[src/rtl/tt_pkg.sv]
// Shared definitions for the truth-table sweeper.
//   tt_state_t : sweep controller states (IDLE -> RUN -> DONE -> IDLE)
//   TT_G01D    : 3-input exercise function table (f = 1 for vectors 1, 3, 7)
//   TT_ZERO    : 3-input constant-0 table
//   TT_ONE     : 3-input constant-1 table
package tt_pkg;

   typedef enum logic [1:0] {
      IDLE = 2'd0,
      RUN  = 2'd1,
      DONE = 2'd2
   } tt_state_t;

   localparam logic [7:0] TT_G01D = 8'h8A;
   localparam logic [7:0] TT_ZERO = 8'h00;
   localparam logic [7:0] TT_ONE  = 8'hFF;

endpackage

[src/rtl/tt_lookup.sv]
// Combinational table lookup for the sweeper.
// Ports:
//   tt_l      in  TW : latched function table
//   exp_l     in  TW : latched expected table
//   idx       in  N  : input vector being evaluated
//   s_next    out 1  : f(idx)
//   mism_next out 1  : f(idx) differs from expected(idx)
module tt_lookup #(
   parameter int N  = 3,
   parameter int TW = 2**N
) (
   input  logic [TW-1:0] tt_l,
   input  logic [TW-1:0] exp_l,
   input  logic [N-1:0]  idx,
   output logic          s_next,
   output logic          mism_next
);

   assign s_next    = tt_l[idx];
   assign mism_next = tt_l[idx] ^ exp_l[idx];

endmodule

[src/rtl/truth_table_sweeper.sv]
// Clocked truth-table sweeper: latches an N-input function table and an
// expected table on start, then presents every input vector 0..2^N-1 in
// order (one per unstalled clock) with its function output and a mismatch
// flag, accumulating minterm and mismatch statistics.
// Ports:
//   clk, reset       : clock (rising edge), async active-high reset
//   start            : begin a sweep (accepted in IDLE only)
//   hold             : stall the sweep while high (RUN only)
//   tt, exp_tt       : function / expected truth tables, bit i = f(vector i)
//   busy             : sweep in progress
//   valid            : vec/s/mism meaningful this cycle
//   vec, s, mism     : current vector, f(vec), f(vec) != expected(vec)
//   done             : one-cycle pulse after the final vector
//   ones_count       : number of vectors with f = 1
//   err_count        : number of mismatching vectors
//   first_bad        : lowest mismatching vector (0 if none)
//   any_bad          : at least one mismatch seen
module truth_table_sweeper
   import tt_pkg::*;
#(
   parameter int N  = 3,
   parameter int TW = 2**N
) (
   input  logic          clk,
   input  logic          reset,
   input  logic          start,
   input  logic          hold,
   input  logic [TW-1:0] tt,
   input  logic [TW-1:0] exp_tt,
   output logic          busy,
   output logic          valid,
   output logic [N-1:0]  vec,
   output logic          s,
   output logic          mism,
   output logic          done,
   output logic [N:0]    ones_count,
   output logic [N:0]    err_count,
   output logic [N-1:0]  first_bad,
   output logic          any_bad
);

   // Counter is one bit wider than the vector so the terminal compare
   // against TW-1 stays exact even for N=8.
   localparam logic [N:0] LAST = (N+1)'(TW - 1);

   tt_state_t     state;
   logic [N:0]    cnt;
   logic [TW-1:0] tt_l;
   logic [TW-1:0] exp_l;
   logic          s_next;
   logic          mism_next;

   tt_lookup #(.N(N), .TW(TW)) u_lookup (
      .tt_l      (tt_l),
      .exp_l     (exp_l),
      .idx       (cnt[N-1:0]),
      .s_next    (s_next),
      .mism_next (mism_next)
   );

   always_ff @(posedge clk or posedge reset) begin
      if (reset) begin
         state      <= IDLE;
         cnt        <= '0;
         tt_l       <= '0;
         exp_l      <= '0;
         busy       <= 1'b0;
         valid      <= 1'b0;
         vec        <= '0;
         s          <= 1'b0;
         mism       <= 1'b0;
         done       <= 1'b0;
         ones_count <= '0;
         err_count  <= '0;
         first_bad  <= '0;
         any_bad    <= 1'b0;
      end else begin
         valid <= 1'b0;
         done  <= 1'b0;
         case (state)
            IDLE: begin
               if (start) begin
                  tt_l       <= tt;
                  exp_l      <= exp_tt;
                  ones_count <= '0;
                  err_count  <= '0;
                  first_bad  <= '0;
                  any_bad    <= 1'b0;
                  cnt        <= '0;
                  busy       <= 1'b1;
                  state      <= RUN;
               end
            end
            RUN: begin
               // On hold, valid drops (default above) and everything else
               // keeps its value, so vec/s show the last presented vector.
               if (!hold) begin
                  vec        <= cnt[N-1:0];
                  s          <= s_next;
                  mism       <= mism_next;
                  valid      <= 1'b1;
                  ones_count <= ones_count + (N+1)'(s_next);
                  err_count  <= err_count + (N+1)'(mism_next);
                  if (mism_next && !any_bad) begin
                     first_bad <= cnt[N-1:0];
                     any_bad   <= 1'b1;
                  end
                  cnt <= cnt + 1'b1;
                  if (cnt == LAST) begin
                     busy  <= 1'b0;
                     state <= DONE;
                  end
               end
            end
            DONE: begin
               done  <= 1'b1;
               state <= IDLE;
            end
            default: begin
               busy  <= 1'b0;
               state <= IDLE;
            end
         endcase
      end
   end

endmodule

[config.mk]
export PLATFORM = sky130hd
export DESIGN_NAME = truth_table_sweeper
export DESIGN_NICKNAME = d
export VERILOG_FILES = /design/src/rtl/tt_pkg.sv /design/src/rtl/tt_lookup.sv /design/src/rtl/truth_table_sweeper.sv
export SDC_FILE = /design/constraint.sdc
export NUM_CORES = 1
export LEC_CHECK = 0
export BUFFER_PORTS_ARGS = -buffer_cell sky130_fd_sc_hd__buf_2
export CAP_MARGIN = 20
export CORE_MARGIN = 2
export CORE_UTILIZATION = 60
export CTS_BUF_LIST = sky130_fd_sc_hd__clkbuf_4 sky130_fd_sc_hd__clkbuf_8
export CTS_CLUSTER_SIZE = 12
export DETAILED_ROUTE_END_ITERATION = 10
export PLACE_DENSITY = 0.86
export SLEW_MARGIN = 15
export SYNTH_ARGS = -nofsm -noshare
export SYNTH_HDL_FRONTEND = slang
export SYNTH_SLANG_ARGS = --single-unit
export TNS_END_PERCENT = 20
[constraint.sdc]
create_clock -name clk -period 4.2 [get_ports clk]
set_input_delay 0.21 -clock clk [delete_from_list [all_inputs] [get_ports clk]]
set_output_delay 0.21 -clock clk [all_outputs]
set_load 0.01 [all_outputs]
=== Yosys cells after proc, flatten, opt, wreduce, memory -nomap -nowiden ===
Index checks and enable logic that the tools add are counted.

* Input bits: 20
* Logic and storage cells: 68
* Register bits after elaboration: 42
* Output and inout bits: 20

* Multiplexer cells: 30
* $lt $le $gt $ge: 1
* Reductions and logical operators: 10
* Add/sub/neg operators: 3
* Equality and inequality tests: 7
* Bitwise operators: 3

{| class="wikitable"
|+ Operator list
! operator !! count
|-
| $pmux W4 S2 || 3
|-
| $mux W4 || 4
|-
| $mux W1 || 11
|-
| $mux W3 || 3
|-
| $add A4 B1 Y4 || 2
|-
| $ne A2 B2 Y1 const B || 4
|-
| $reduce_and A4 Y1 || 2
|-
| $bmux W1 S3 || 2
|-
| $mux W2 || 3
|-
| $pmux W3 S2 || 1
|-
| $reduce_and A3 Y1 || 2
|-
| $add A4 B1 Y4 const B || 1
|-
| $eq A4 B3 Y1 const B || 1
|-
| $lt A3 B4 Y1 const B || 1
|-
| $pmux W2 S2 || 1
|-
| $reduce_and A2 Y1 || 2
|-
| $pmux W1 S3 || 1
|-
| $eq A2 B1 Y1 const B || 1
|-
| $eq A2 B2 Y1 const B || 1
|-
| $logic_not A2 Y1 || 1
|-
| $not A1 Y1 || 2
|-
| $pmux W1 S2 || 1
|-
| $reduce_bool A2 Y1 || 1
|-
| $logic_and A1 B1 Y1 || 1
|-
| 2 further kinds || 2
|}

=== Depth between registers and ports, before layout ===
* Depth after elaboration: 7
* Depth in mapped cells: 10
* Depth with buffers taken out: 9

=== Modules after synthesis ===
From an unflattened synthesis, not the netlist that was laid out.

* Cells, all modules: 180
* Area total of the unflattened synthesis: 1948.1 µm²

{| class="wikitable"
|+ Modules (own cells, without submodules)
! module !! cells each !! times used !! seq. area each (µm²) !! area each (µm²)
|-
| truth_table_sweeper || 173 || 1 || 1051.0 || 1809.2
|-
| tt_lookup || 7 || 1 || 0.0 || 138.9
|}

=== Worst setup path after synthesis ===
No wires, ideal clock.

* Path type: register -> register
* Start point: reg cnt[0]
* End point: reg err_count[1]
* Stages on the path, launching flop included: 10
* Required time: 4.079 ns
* Clock period less this slack: 2.403 ns
* Setup time: 0.121 ns
* Buffers on the path: 1
* Arrival time: 2.282 ns
* Path slack: 1.797 ns
* Cells stage by stage: dfrtp_1 -> buf_6 -> mux4_2 -> mux2i_2 -> xnor2_1 -> inv_1 -> ha_1 -> ha_1 -> a22o_1 -> a22o_1

* Longest elaborated chain between the ends: 6
* Elaborated cells between the ends (all ways): 8
* Those cells by class: add/sub: 1; mux: 6; bitwise: 1

{| class="wikitable"
|+ RTL lines
! item !! RTL line !! source
|-
| from (decl) || truth_table_sweeper.sv:47 || <nowiki>logic [N:0] cnt;</nowiki>
|-
| from (signal assigned) || truth_table_sweeper.sv:108 || <nowiki>cnt <= cnt + 1'b1;</nowiki>
|-
| $bmux W1 S3 || tt_lookup.sv:20 || <nowiki>assign mism_next = tt_l[idx] ^ exp_l[idx];</nowiki>
|-
| $mux W1 (implied by the code) || tt_lookup.sv:20 ||
|-
| $xor A1 B1 Y1 (*) || tt_lookup.sv:20 ||
|-
| via mism_next || truth_table_sweeper.sv:51 || <nowiki>logic mism_next;</nowiki>
|-
| $add A4 B1 Y4 (*) || truth_table_sweeper.sv:103 || <nowiki>err_count <= err_count + (N+1)'(mism_next);</nowiki>
|-
| $mux W4 (*) || truth_table_sweeper.sv:97 || <nowiki>if (!hold) begin</nowiki>
|-
| $pmux W4 S2 (*) || truth_table_sweeper.sv:80 || <nowiki>case (state)</nowiki>
|-
| to (signal assigned) || truth_table_sweeper.sv:103 ||
|-
| to (decl) || truth_table_sweeper.sv:37 || <nowiki>output logic [N:0] err_count,</nowiki>
|}

The timed path passes the listed nets; every way through them passes the cells marked *. The select of a mux whose other input is x is not followed.
A chain may end at the register's enable or synchronous reset.

=== Final worst setup path ===
Same ends and word-level chain as after synthesis.

==> out/summary.txt <==
Core area: 3053 um2
CTS clock-pin slew for the worst setup and hold paths: 0.12 ns
Sequential area share after synthesis: 54.90%
First-pass GRT wire length: 6009 um
Area Growth Syn to Fin: 15.75%
CP cell instances: mux4_2 > mux2i_2 > xnor2_1 > inv_1 > ha_1 > ha_1 > a22o_1 > a22o_1
Post-synth top area cell: dfrtp_1
DRT iter0 DRCs: 48
Setup TNS: 0 ns
Critical R2R Capture: err_count[1]
Reg2reg start: cnt[0]
Capture point of the worst path: err_count[1]
Die Wd: 60.49 um
Fin crit share: 63.58%
Peak VDD IR: 0.3068 mV
Final Power: 1.574 mW
Outcome: finished clean
RSZ-0062 raised after global routing: no
Setup crit start kind: flop
Critical path data required time: 4.44 ns
Post-layout nets: 245
Fmax: 374.5 MHz
Yosys reg bits: 42
Relative slew margins: 37.75%
Die H: 60.49 um
Worst hold start: exp_tt[1]
Max-Cap Viols: 0
Drc violations: 0
Worst-case reg-to-reg path depth: 8
Initial Utilization: 62.70%
Io pins: 40
CP max FO: 10
Slew @ Worst Pin: 0.9303 ns
WS Path Type: reg2reg
Number of buffers created by CTS: 5
Worst setup EP type: flop
Pin count of the biggest net entering global routing: 43
Port bufs: 39
Via count: 1,413
Clock tree buffer depth: 2
Htree depth: 2
Leading register cell type out of synthesis: dfrtp_1
Worst Clk Skew: 0.01050 ns
Synth area leaders: dfrtp_1, nand2_1, a22o_1, mux4_2, ha_1
Clk root buf: clkbuf_4
Number of hold buffers added after cts: 1
Vias in the first global route: 1,375
Most frequent cells after synthesis: nand2_1, dfrtp_1, a22o_1, nor2_1, clkbuf_1
GPL Wtd Cong: 0.8418
Synth Cell Area: 1914 um2
Yosys warns: 0
Critical path's slowest cell: dfrtp_1
Clock Sinks: 42
Post-synth EDFFs: 0
Fin crit period: 2.671 ns
Flop2flop setup slack: 1.53 ns
Final ANT Viol Nets: 0
CTS tree: yes
Crit path from: cnt[0]
Hold Worst Slack: 0.04839 ns
Routed WL per cell: 13.46 um
N_diodes: 0
GRT overflow: 0
Yosys top cell area share: 54.90%
Final Hold Viols: 0
All-Layer GR Usage: 22.92%
Buffers inserted by post-CTS timing repair: 0
Layout fillers: 235
CP max stage delay: 0.60 ns
Critical Path AT: 2.91 ns
Post-synthesis cell type count: 24
Class of the worst hold path: in2reg
Fin. max-slew vios: 0
Die ar.: 3658 um2
Setup Viol. Count Final: 0
Post-DP HPWL: 2539 um
Drt first pass iters: 4
Total Wirelength: 3568 um
Mapped Nets: 205
Worst-skew pair later-pin latency: 0.34 ns
Synth Instances: 180
Std cell rows: 20
Share of layout cells above drive strength 1: 27.15%
Most common cell in the synthesized netlist: nand2_1
Resized Gates After CTS: 0
PwrDens: 710.4 nW/um2
Leak: 1.164 nW
Asr flop ratio synth: 100.0%
Vias per cell: 5.332
Syn avg cell area: 10.64 um2
Initial antenna violation count: 0
## metrics by stage
step	setup slack, ns	cells	area [um2]	util (%)
3_5_place_dp	1.514	255	2135	69.92
5_1_grt	1.366	265	2216	72.58
3_3_place_gp	1.591	255	2135	69.92
2_1_floorplan	1.797	180	1914	-
4_1_cts	1.499	264	2208	72.34
6_report	1.529	265	2216	72.58
## registers in the layout, indices dropped and copies added (netlist names)
name	cells
err_count	4
tt_l	8
s	1
cnt	4
any_bad	1
state	2
exp_l	8
first_bad	3
valid	1
ones_count	4
vec	3
busy	1
done	1
mism	1
## worst min-delay path by stage
stage / cells past startpoint / slack, ns / endpoint
4_1_cts: 3 / 0.04 / tt_l[2]
3_5_place_dp: 3 / 0.36 / valid
2_1_floorplan: 2 / 0.32 / exp_l[0]
5_1_grt: 3 / 0.02 / exp_l[1]
6_report: 3 / 0.05 / exp_l[1]
3_3_place_gp: 3 / 0.35 / valid
## layer usage
| metal | routed length (um) | track usage (%) |
|---|---|---|
| met1 | 1476 | 28.08 |
| met2 | 1842 | 39.29 |
| met3 | 194 | 5.330 |
| met4 | 55 | 9.627 |
| met5 | 0 | 0 |
## power breakdown
part	switching (mW)	internal, mW
sequential	0.148	0.566
clock	0.120	0.0877
combinational	0.318	0.335
## worst max-delay path: cells and delay by family, from the launching register on
kind            cells  cell delay [ns]
mux                 2             0.79
fa+ha+maj           2             0.48
flops               1             0.60
xor+xnor            1             0.26
buf+inv             1             0.09
compound gates      2             0.35
## cell families (layout without fill, tap and decap cells)
logic type | count (synthesis) | after routing | share of synthesized area, %
AND/OR/NAND/NOR | 82 | 82 | 17.45
multiplexers | 13 | 13 | 9.869
XOR/XNOR | 7 | 7 | 3.203
flip-flops | 42 | 42 | 54.90
adder cells (fa/ha/maj) | 5 | 5 | 3.268
buffers and inverters | 13 | 54 | 2.941
AO/OA/AOI/OAI | 18 | 18 | 8.366
## cell usage in the layout (no fill, tap or decap), drive strengths merged
cell         count
nand2           60
clkinv           1
nor4             1
nor3             1
or2              1
ha               5
o21bai           1
clkbuf           7
buf             42
a21oi            2
nor2            11
o21ai            2
xnor2            1
nor2b            2
nand2b           3
dfrtp           42
xor2             6
nand4            3
mux2             4
inv              3
dlygate4sd3      1
mux4             4
a22o            12
a2111oi          1
mux2i            5
## final cells by class
type / instances / area (um2) / share of cell area, %
clock buffer: 7 / 58.81 / 2.654
clock inverter: 1 / 5.005 / 0.2259
inverter: 3 / 11.26 / 0.5082
multi-input combinational: 125 / 807.0 / 36.42
sequential: 42 / 1051 / 47.43
tap: 44 / 55.05 / 2.484
timing repair buffer: 43 / 227.7 / 10.28
No activity file was read; power rests on OpenSTA's default activity.
